==> src/rtl/macu_pkg.sv <==
// Shared helpers for the DCT multiply-accumulate unit: width derivation and
// the rounding / shifting / saturating result scaler.
package macu_pkg;

  localparam int MAXW = 64;

  function automatic int clog2(input int value);
    int r;
    r = 0;
    while ((1 << r) < value) r++;
    return r;
  endfunction

  function automatic int calc_aw(input int dwidth, input int cwidth, input int taps);
    return dwidth + cwidth + clog2(taps);
  endfunction

  function automatic logic signed [MAXW-1:0] sat_max(input int rwidth);
    logic signed [MAXW-1:0] one;
    one = MAXW'(1);
    return (one <<< (rwidth - 1)) - one;
  endfunction

  function automatic logic signed [MAXW-1:0] sat_min(input int rwidth);
    logic signed [MAXW-1:0] one;
    one = MAXW'(1);
    return -(one <<< (rwidth - 1));
  endfunction

  // Evaluated at full MAXW precision so the rounding add can never overflow.
  function automatic logic signed [MAXW-1:0] round_shift_sat(
    input logic signed [MAXW-1:0] value,
    input int                     aw,
    input int                     rwidth,
    input int                     shift,
    input bit                     round_en,
    input bit                     sat_en
  );
    logic signed [MAXW-1:0] v;
    logic signed [MAXW-1:0] one;
    one = MAXW'(1);
    v = (value <<< (MAXW - aw)) >>> (MAXW - aw);
    if (round_en && shift > 0) v = v + (one <<< (shift - 1));
    v = v >>> shift;
    if (sat_en) begin
      if (v > sat_max(rwidth)) v = sat_max(rwidth);
      else if (v < sat_min(rwidth)) v = sat_min(rwidth);
    end else begin
      v = (v <<< (MAXW - rwidth)) >>> (MAXW - rwidth);
    end
    return v;
  endfunction

endpackage

==> src/rtl/macu_finalize.sv <==
// Combinational result scaler: rounds, shifts and saturates (or wraps) the
// AW-bit block sum down to the RWIDTH-bit result.
module macu_finalize #(
  parameter int AW     = 27,
  parameter int RWIDTH = 12,
  parameter int SHIFT  = 0,
  parameter int ROUND  = 1,
  parameter int SAT    = 1
) (
  input  logic signed [AW-1:0]     sum,
  output logic signed [RWIDTH-1:0] result
);
  import macu_pkg::*;

  assign result = RWIDTH'(round_shift_sat(MAXW'(sum), AW, RWIDTH, SHIFT,
                                          ROUND != 0, SAT != 0));

endmodule

==> src/rtl/dct_macu_pipe.sv <==
// Pipelined multiply-accumulate for the forward DCT: one scaled coefficient per
// TAPS accepted sample/coefficient pairs, with a valid/ready result port.
module dct_macu_pipe #(
  parameter int DWIDTH = 8,
  parameter int CWIDTH = 16,
  parameter int TAPS   = 8,
  parameter int RWIDTH = 12,
  parameter int SHIFT  = 0,
  parameter int ROUND  = 1,
  parameter int SAT    = 1
) (
  input  logic                     clk,
  input  logic                     rst_n,
  input  logic                     s_valid,
  output logic                     s_ready,
  input  logic                     s_first,
  input  logic signed [DWIDTH-1:0] s_data,
  input  logic signed [CWIDTH-1:0] s_coef,
  output logic                     m_valid,
  input  logic                     m_ready,
  output logic signed [RWIDTH-1:0] m_result,
  output logic                     err_restart
);
  import macu_pkg::*;

  localparam int PW   = DWIDTH + CWIDTH;
  localparam int AW   = calc_aw(DWIDTH, CWIDTH, TAPS);
  localparam int CNTW = clog2(TAPS);
  localparam logic [CNTW-1:0] LAST_TAP = CNTW'(TAPS - 1);

  logic                     adv;
  logic                     accept;
  logic                     restart;
  logic                     tap_last;
  logic [CNTW-1:0]          cnt;
  logic [CNTW-1:0]          tap_idx;
  logic signed [PW-1:0]     p_q;
  logic                     p_valid;
  logic                     p_first;
  logic                     p_last;
  logic signed [AW-1:0]     acc_q;
  logic signed [AW-1:0]     sum;
  logic signed [RWIDTH-1:0] fin;

  // A full, unread result freezes the whole pipeline so nothing is lost.
  assign adv      = !(m_valid && !m_ready);
  assign s_ready  = adv;
  assign accept   = s_valid && adv;
  assign tap_idx  = s_first ? '0 : cnt;
  assign tap_last = (tap_idx == LAST_TAP);
  assign restart  = s_first && (cnt != '0);

  always_ff @(posedge clk or negedge rst_n) begin
    if (!rst_n) begin
      cnt         <= '0;
      err_restart <= 1'b0;
    end else begin
      err_restart <= accept && restart;
      if (accept) cnt <= tap_last ? '0 : tap_idx + CNTW'(1);
    end
  end

  always_ff @(posedge clk or negedge rst_n) begin
    if (!rst_n) begin
      p_q     <= '0;
      p_valid <= 1'b0;
      p_first <= 1'b0;
      p_last  <= 1'b0;
    end else if (adv) begin
      p_q     <= PW'(s_data) * PW'(s_coef);
      p_valid <= s_valid;
      p_first <= (tap_idx == '0);
      p_last  <= tap_last;
    end
  end

  // Tap 0 restarts the accumulation, which also discards any partial block.
  always_comb begin
    sum = (p_first ? '0 : acc_q) + AW'(p_q);
  end

  macu_finalize #(
    .AW     (AW),
    .RWIDTH (RWIDTH),
    .SHIFT  (SHIFT),
    .ROUND  (ROUND),
    .SAT    (SAT)
  ) u_finalize (
    .sum    (sum),
    .result (fin)
  );

  always_ff @(posedge clk or negedge rst_n) begin
    if (!rst_n) begin
      acc_q    <= '0;
      m_result <= '0;
      m_valid  <= 1'b0;
    end else begin
      if (adv && p_valid) acc_q <= sum;
      if (adv && p_valid && p_last) begin
        m_result <= fin;
        m_valid  <= 1'b1;
      end else if (m_ready) begin
        m_valid <= 1'b0;
      end
    end
  end

endmodule

==> config.mk <==
export PLATFORM = sky130hd
export DESIGN_NAME = dct_macu_pipe
export DESIGN_NICKNAME = d
export VERILOG_FILES = /design/src/rtl/macu_pkg.sv /design/src/rtl/macu_finalize.sv /design/src/rtl/dct_macu_pipe.sv
export SDC_FILE = /design/constraint.sdc
export NUM_CORES = 1
export LEC_CHECK = 0
export CAP_MARGIN = 40
export CORE_MARGIN = 3
export CORE_UTILIZATION = 60
export CTS_BUF_LIST = sky130_fd_sc_hd__clkbuf_4
export DETAILED_ROUTE_END_ITERATION = 8
export PLACE_DENSITY = 0.79
export REMOVE_ABC_BUFFERS = 1
export SLEW_MARGIN = 40
export SYNTH_ARGS = -nofsm -noshare
export SYNTH_HDL_FRONTEND = slang
export SYNTH_SLANG_ARGS = --single-unit
==> constraint.sdc <==
create_clock -name clk -period 5.4 [get_ports clk]
set_clock_uncertainty 0.1 [all_clocks]
set_input_delay 1.08 -clock clk [delete_from_list [all_inputs] [get_ports clk]]
set_output_delay 1.08 -clock clk [all_outputs]
set_load 0.01 [all_outputs]
### Yosys cells after proc, flatten, opt, wreduce, memory -nomap -nowiden

Cells that the tools add are included.

* flip-flop bits (word level): 71
* bits of input ports: 29

* add/sub/neg operators: 2
* $mul: 1
* magnitude comparators: 2
* equality and inequality tests: 1
* multiplexer cells: 7
* reduce and logical (&&, ||, !) cells: 11

Operator list (count)
* 27-bit adder: 1
* 27-bit by 12-bit > comparator with 1-bit output (second input constant): 1
* 27-bit by 12-bit < comparator with 1-bit output (second input constant): 1
* 27-bit 2-to-1 mux: 1
* 8-bit by 16-bit multiplier with 24-bit output: 1
* 12-bit 2-to-1 mux: 2
* 1-bit logical AND: 6
* 3-bit 2-to-1 mux: 2
* 3-bit by 1-bit adder with 3-bit output (second input constant): 1
* 3-bit == test (second input constant): 1
* 3-bit zero test: 1
* 3-bit nonzero test: 1
* 1-bit zero test: 2
* 1-bit 2-to-1 mux: 2
* 2-bit nonzero test: 1

### Longest topological paths before layout

Gate-level depths: netlist of run 1.

* depth in word-level cells: 6
* mapped depth: 21
* depth with buffers taken out: 20

### By module

A second synthesis of run 1 with hierarchy kept.

* cells, all modules: 1057
* area, all modules: 9344.0 um^2

Modules (own cells, without submodules)
* dct_macu_pipe: times used 1, cells each 1033, area an instance 9168.8 um^2, seq. area each 1776.7 um^2
* macu_finalize: times used 1, cells each 24, area an instance 175.2 um^2, seq. area each 0.0 um^2

### Worst setup path after synthesis of run 1

OpenSTA, ideal clock, no wires.

* path type: input-to-reg
* start point: in s_data[6]
* end point: reg p_q[17]
* data arrival time: 5.499 ns
* slack: -0.319 ns
* stages on the path: 19
* buffers on the path: 1
* cell sequence: clkbuf_1 nand2_1 fa_1 fa_1 inv_1 fa_1 inv_1 fa_1 inv_1 ha_1 inv_1 o21bai_1 a211oi_1 o311ai_0 nand3_1 a21boi_0 o21a_1 or3_1 a31o_2

* word-level cells in the longest chain between the ends: 1

RTL lines
* start: declaration: line dct_macu_pipe.sv:17 `input logic signed [DWIDTH-1:0] s_data,`
* 8-bit by 16-bit multiplier with 24-bit output: line dct_macu_pipe.sv:70 `p_q <= PW'(s_data) * PW'(s_coef);`
* end signal: assignment: line dct_macu_pipe.sv:70
* end: declaration: line dct_macu_pipe.sv:37 `logic signed [PW-1:0] p_q;`

No other way between the ends.
A chain may end at the register's enable or synchronous reset.

### Worst setup path in the final report of run 1

* start point: in s_coef[4]
* end point: reg p_q[17]

* word-level cells in the longest chain between the ends: 1

RTL lines
* start: declaration: line dct_macu_pipe.sv:18 `input logic signed [CWIDTH-1:0] s_coef,`
* 8-bit by 16-bit multiplier with 24-bit output: line dct_macu_pipe.sv:70

No other way between the ends.

==> results of run 1 <==
[flip-flops by register name (all words and copies together) (netlist names)]
name	count
acc_q	27
p_q	24
p_valid	1
err_restart	1
m_result	12
cnt	3
p_last	1
p_first	1
m_valid	1
[kinds of logic (layout without fill, tap and decap cells)]
family                   after synthesis  in the layout
adder cells (fa/ha/maj)              178            178
multiplexers                          14             14
buffers and inverters                192            317
other                                  0              1
AND/OR/NAND/NOR                      375            375
flip-flops                            71             71
AO/OA/AOI/OAI                        198            198
XOR/XNOR                              37             37
[repair_timing]
| item | in CTS | in global routing |
|---|---|---|
| gates cloned | 2 | 0 |
| gates resized for setup | 39 | 48 |
| pin swaps | 9 | 15 |
| setup buffers | 1 | 2 |
| setup endpoints to repair | 10 | 7 |
[power by group through the flow]
| stage | combinational (mW) | sequential, mW | clock [mW] |
|---|---|---|---|
| 2_1_floorplan | 3.13 | 0.870 | 0 |
| 3_3_place_gp | 4.26 | 0.890 | 0 |
| 3_5_place_dp | 4.41 | 0.899 | 0 |
| 4_1_cts | 4.55 | 0.889 | 0.396 |
| 5_1_grt | 5.33 | 0.913 | 0.419 |
| 6_report | 4.77 | 0.889 | 0.390 |
[final timing paths]
path	from	end	slack, ps	cells past startpoint
worst min-delay path	acc_q[12]	acc_q[12]	380	2
worst max-delay path	s_coef[4]	p_q[17]	80	18
min in group asynchronous	rst_n	acc_q[5]	510	1
max in group asynchronous	rst_n	p_q[12]	4230	1
worst min register to register	acc_q[12]	acc_q[12]	380	2
worst max register to register	p_first	m_result[3]	1060	14
[cell type report]
cell class	count	area (um2)	share of cell area
antenna	1	2.50	0.000232
clock buffer	9	67.6	0.00627
clock inverter	7	97.6	0.00906
inverter	159	597	0.0554
multi-input combinational	802	6880	0.639
sequential	71	1780	0.165
tap	184	230	0.0214
timing repair buffer	142	1120	0.104
[worst reg2reg max path, delay by kind of cell (launching register included)]
| family | cells | cell delay, ps |
|---|---|---|
| and+or+nand+nor | 7 | 1850 |
| AOI/OAI and AO/OA | 4 | 1130 |
| adders and majority gates | 2 | 670 |
| DFF | 1 | 370 |
| buffers and inverters | 1 | 180 |
[per-layer routing]
metal | wire length (um) | vias to the layer above
met5 | 0 | -
met4 | 650 | 0
met3 | 916 | 48
met2 | 10600 | 203
met1 | 9130 | 3725
li1 | - | 3752
[per-stage QoR]
stage	cell area [um2]	worst slack, ps	total power [mW]	cells
global placement	10500	-800	5.15	1353
floorplan	9090	-181	4.00	1032
finish	10800	80.0	6.05	1375
detailed placement	10500	-957	5.31	1353
global route	10800	-59.2	6.66	1374
CTS	10700	5.27	5.83	1372
[cell usage in the layout, fill, tap and decap left out, drive strengths merged, types with 34 or more instances in the layout]
cell / count
dfrtp: 71
fa: 104
buf: 100
inv: 159
ha: 74
nor2: 60
a21oi: 54
and2: 85
nand2: 99
o21ai: 46
nor2b: 34
==> out/metrics.cfg, run 1 <==
[run_status]
status=completed

[worst_setup_path]
slowest_stage=fa_1
critPathRequiredTime_ps=5640
path_cells=dlygate4sd2_1 -> buf_4 -> and2_1 -> fa_1 -> fa_1 -> fa_1 -> inv_1 -> fa_1 -> inv_1 -> ha_1 -> and2_1 -> o21ai_2 -> o311ai_4 -> nand3_1 -> a21boi_1 -> o21a_1 -> or3_1 -> a31o_2
worstSetupEndpointType=flip-flop
crit_family=adder cells
crit_fanout=5
critical_path_class=input port to flip-flop
crit_path_frequent_cell=fa_1
arrival_ps=5560
cp-start-kind=input port
max_stage_delay_ps=550
critical_path.n_buffers_inverters=4

[clock_tree]
cts-buffers-inserted=9
path_clk_slew_ps=110
cts_tree=yes
cts_hold_buffers=0
clock_tree.buffer_depth=2
cts.sinks=71
htreeDepth=3
root_buffer=clkbuf_4
insertion_delay_ps=450

[synth]
synthDistinctLibCells=73
netlist_area_um2=9230
synth_warnings=0
yosys_register_bits=71
synth_area_per_cell_um2=8.67
ys_top_cells_by_area=fa_1 23%, dfrtp_1 19%, ha_1 10%
synthMuxAreaShare=0.0172
synth-simple-area-share=0.210
synth_flop_cell=dfrtp_1
synthAdderAreaFrac=0.326
synth.largest_area_cell=fa_1
synth_compound_area_frac=0.140
synth_top_family_by_area=adder cells
synth_most_common_cell=inv_1
synthCells=1065
synth-async-reset-ratio=1.00
synth_commonest_cells=159 x inv_1, 104 x fa_1, 99 x nand2_1
synth-edff-count=0
synth-xor-area-share=0.0351
ys_seq_area_frac=0.193
yosysTopAreaCellShare=0.226

[detailed_routing]
avgViaCountPerCell=5.62
drtIter0Drc=385
drcViolationCount=0
vias=7728
ant_nets=0
routed_wl_mm=21.3
wire_per_inst_um=15.5
firstDrtPassIters=5

[cells_and_area]
final_core_util=0.728
drive_gt1_frac=0.161
fill_cells=1145
area_growth_pct=16.8
nets=1392

[die]
fp.dieArea_um2=16900
core_area_um2=14800
design.portCount=44
die_w_um=130
rows=44
start_util=0.623
die_y_um=130

[sta]
final_hold_viol_count=0
max-slew-margin-rel=0.541
final_max_slew_viol_count=0
fmax_mhz=188
setup_viol=0
tightest_slew_ps=682
tns_ps=0
fin_crit_sh=0.985
layout_min_cycle_time_ps=5320
whs_ps=384

[power]
pwr-share-clk=0.064
comb_power_share=0.789
power.density_nw_per_um2=562
p_int_mw=3.17
vdd_drop_max_v=0.000265
seqPwrFrac=0.147
p_sw_mw=2.88
switching_share=0.476
power_leakage_nw=5.31

[global_route]
antenna_found_initial=0
gr-usage-all-layers=0.265
grt_pass1_wl_mm=36.3
grt_pass1_vias=7861
gr-usage-met1=0.346
grt_max_degree=72
gr-max-usage-layer=met2
use_met2=0.457
met3_usage=0.0323
grt-ovfl-total=0

[placed_design]
portBuffers=43
routabilityCongestion=0.963
hpwlAfterDp_mm=17.1

[job]
maxCapViolCount=0

[min_path]
hp-class=flip-flop to flip-flop

No activity file was read; power rests on OpenSTA's default activity.
==> run 2, diff against run 1 <==
--- a/config.mk
+++ b/config.mk
@@ -6,11 +6,13 @@
 export NUM_CORES = 1
 export LEC_CHECK = 0
 export CAP_MARGIN = 40
+export CELL_PAD_IN_SITES_DETAIL_PLACEMENT = 1
+export CELL_PAD_IN_SITES_GLOBAL_PLACEMENT = 1
 export CORE_MARGIN = 3
-export CORE_UTILIZATION = 60
+export CORE_UTILIZATION = 49
 export CTS_BUF_LIST = sky130_fd_sc_hd__clkbuf_4
 export DETAILED_ROUTE_END_ITERATION = 8
-export PLACE_DENSITY = 0.79
+export PLACE_DENSITY_LB_ADDON = 0.1
 export REMOVE_ABC_BUFFERS = 1
 export SLEW_MARGIN = 40
 export SYNTH_ARGS = -nofsm -noshare
==> run 2 against run 1 <==
Compared with the run above:
- the flow now finishes with violations (negative setup slack)
- worst setup slack got worse by 120 ps
- first-iteration DRC count rose by 4.2%
- power rose by 11%
- die area rose by 21%
- sequential share of layout area fell by 0.63 points
- sequential power rose by 1%
- count of clock-buffer cells in the layout did not move
- highest routed layer unchanged
- largest power group unchanged
==> out/metrics.cfg, run 2 (synthesis results as in run 1) <==
[worst_setup_path]
critPathRequiredTime_ps=5630
critical_path_class=input port to flip-flop
arrival_ps=5670
setup.worst_path.start=s_data[2]
cp-start-kind=input port
r2r_cells=13
regToRegStartpoint=p_first
r2r_slack_ps=780
worstSetupEndpointType=flip-flop
critPathCapture=p_q[17]
r2r_end=m_result[9]
crit_fanout=7

[cells_and_area]
nets=1422
largest_reg_flops=27
layout_common_cells=147 x inv_1, 117 x buf_4, 101 x fa_1, 98 x nand2_1, 80 x and2_1
final_core_util=0.616
final_cell_count_no_fill=1450
area_growth_pct=21.5
regMostFlops=acc_q
reg.largest.list=acc_q x27, p_q x24, m_result x12
drive_gt1_frac=0.199
layout_commonest_cell=inv_1

[detailed_routing]
firstDrtPassIters=7
drcViolationCount=0
avgViaCountPerCell=5.61
drtIter0Drc=401
wire_per_inst_um=19.8
ant_nets=0
routed_wl_mm=28.7
vias=8134

[clock_tree]
path_clk_slew_ps=120
insertion_delay_ps=450
htreeDepth=3
cts_tree=yes
cts_hold_buffers=0
root_buffer=clkbuf_4
clock_tree.buffer_depth=2
cts-buffers-inserted=9
cts.sinks=71

[sta]
fin_ws_ps=-44.0
setup_viol=2
whs_ps=391
final_hold_viol_count=0
final_max_slew_viol_count=0
fmax_mhz=184
max-slew-margin-rel=0.486
layout_min_cycle_time_ps=5440
fin_crit_sh=1.01
tightest_slew_ps=763

[die]
fp.dieArea_um2=20500
rows=49
design.portCount=44
core_area_um2=18200
die_y_um=143
die_w_um=143
start_util=0.507

[global_route]
grt_max_degree=72
gr-usage-all-layers=0.267
use_met2=0.498
met3_usage=0.0204
grt_pass1_vias=8671
grt_pass1_wl_mm=43.7
gr-max-usage-layer=met2
gr-usage-met1=0.326
grt-ovfl-total=0
antenna_found_initial=1

[power]
power.density_nw_per_um2=597
vdd_drop_max_v=0.000235
pwr-share-clk=0.054
p_total_mw=6.69
power_leakage_nw=5.45
switching_share=0.486
p_sw_mw=3.25
p_int_mw=3.44
comb_power_share=0.811
seqPwrFrac=0.135

[placed_design]
hpwlAfterDp_mm=21.0
routabilityCongestion=0.917
pre_cts_slack_ps=-1120
portBuffers=43
placedCellCount=1406

[run_status]
status=finished, violations left
violations=negative setup slack

[min_path]
hold_depth=2
hp-class=flip-flop to flip-flop
min_from=acc_q[14]

[job]
maxCapViolCount=0

==> run 2: cell types whose count changed in the layout (fill, tap and decap cells not counted), moves of 3 or more <==
cell / change
a21oi_1: -3
ha_4: +7
and2_4: +4
buf_4: +23
inv_2: +9
clkbuf_2: -3
inv_1: -10
ha_1: -8
and2_1: -4
buf_6: +5
==> run 2: worst min-delay path by stage <==
| stage | endpoint | slack, ps |
|---|---|---|
| 2_1_floorplan | acc_q[17] | 340 |
| 3_3_place_gp | acc_q[6] | 350 |
| 3_5_place_dp | acc_q[16] | 360 |
| 4_1_cts | acc_q[14] | 400 |
| 5_1_grt | acc_q[11] | 420 |
| 6_report | acc_q[14] | 390 |
==> run 2: layout make-up <==
cell class | count | area [um2]
Fill cell | 2148 | 7000
Multi-Input combinational cell | 802 | 6990
Sequential cell | 71 | 1780
Timing Repair Buffer | 172 | 1410
Inverter | 159 | 599
Tap cell | 229 | 287
Clock inverter | 7 | 81.3
Clock buffer | 9 | 67.6
Antenna cell | 1 | 2.50
==> run 2: stage by stage <==
stage,TNS (ps),cell area [um2]
2_1_floorplan,-200,9090
3_3_place_gp,-8210,10600
3_5_place_dp,-11170,10600
4_1_cts,0,11000
5_1_grt,-651,11200
6_report,-74.8,11200
==> run 2: power groups by stage <==
stage	Combinational, mW	Sequential, mW	Clock, mW
final	5.43	0.902	0.363
after global routing	5.98	0.924	0.398
after CTS	5.00	0.899	0.374
after detailed placement	4.69	0.909	0
after global placement	4.45	0.898	0
after floorplan	3.13	0.870	0
==> run 2: routing by layer <==
layer / wire length, um / part of all wire
met1: 11900 / 0.42
met4: 720 / 0.025
met5: 0 / 0
met2: 15400 / 0.54
met3: 684 / 0.024
==> run 2: repair_timing <==
item,in CTS,in global routing
resized for setup,58,64
endpoints found under the setup margin,13,10
pin swaps,26,52
setup buffers,16,9
cloned,2,1
==> run 2: critical path: stages <==
cell and delay, ps:
dlygate4sd2_1 240, buf_6 140, buf_4 150, and2_1 140, fa_1 510, fa_1 460, fa_1 570, inv_1 80
fa_1 540, inv_1 70, ha_4 300, nand3_1 150, o311ai_2 290, nand3_1 160, a21boi_1 160, o21a_1 160
buf_4 110, o21ai_0 100, a31o_2 250
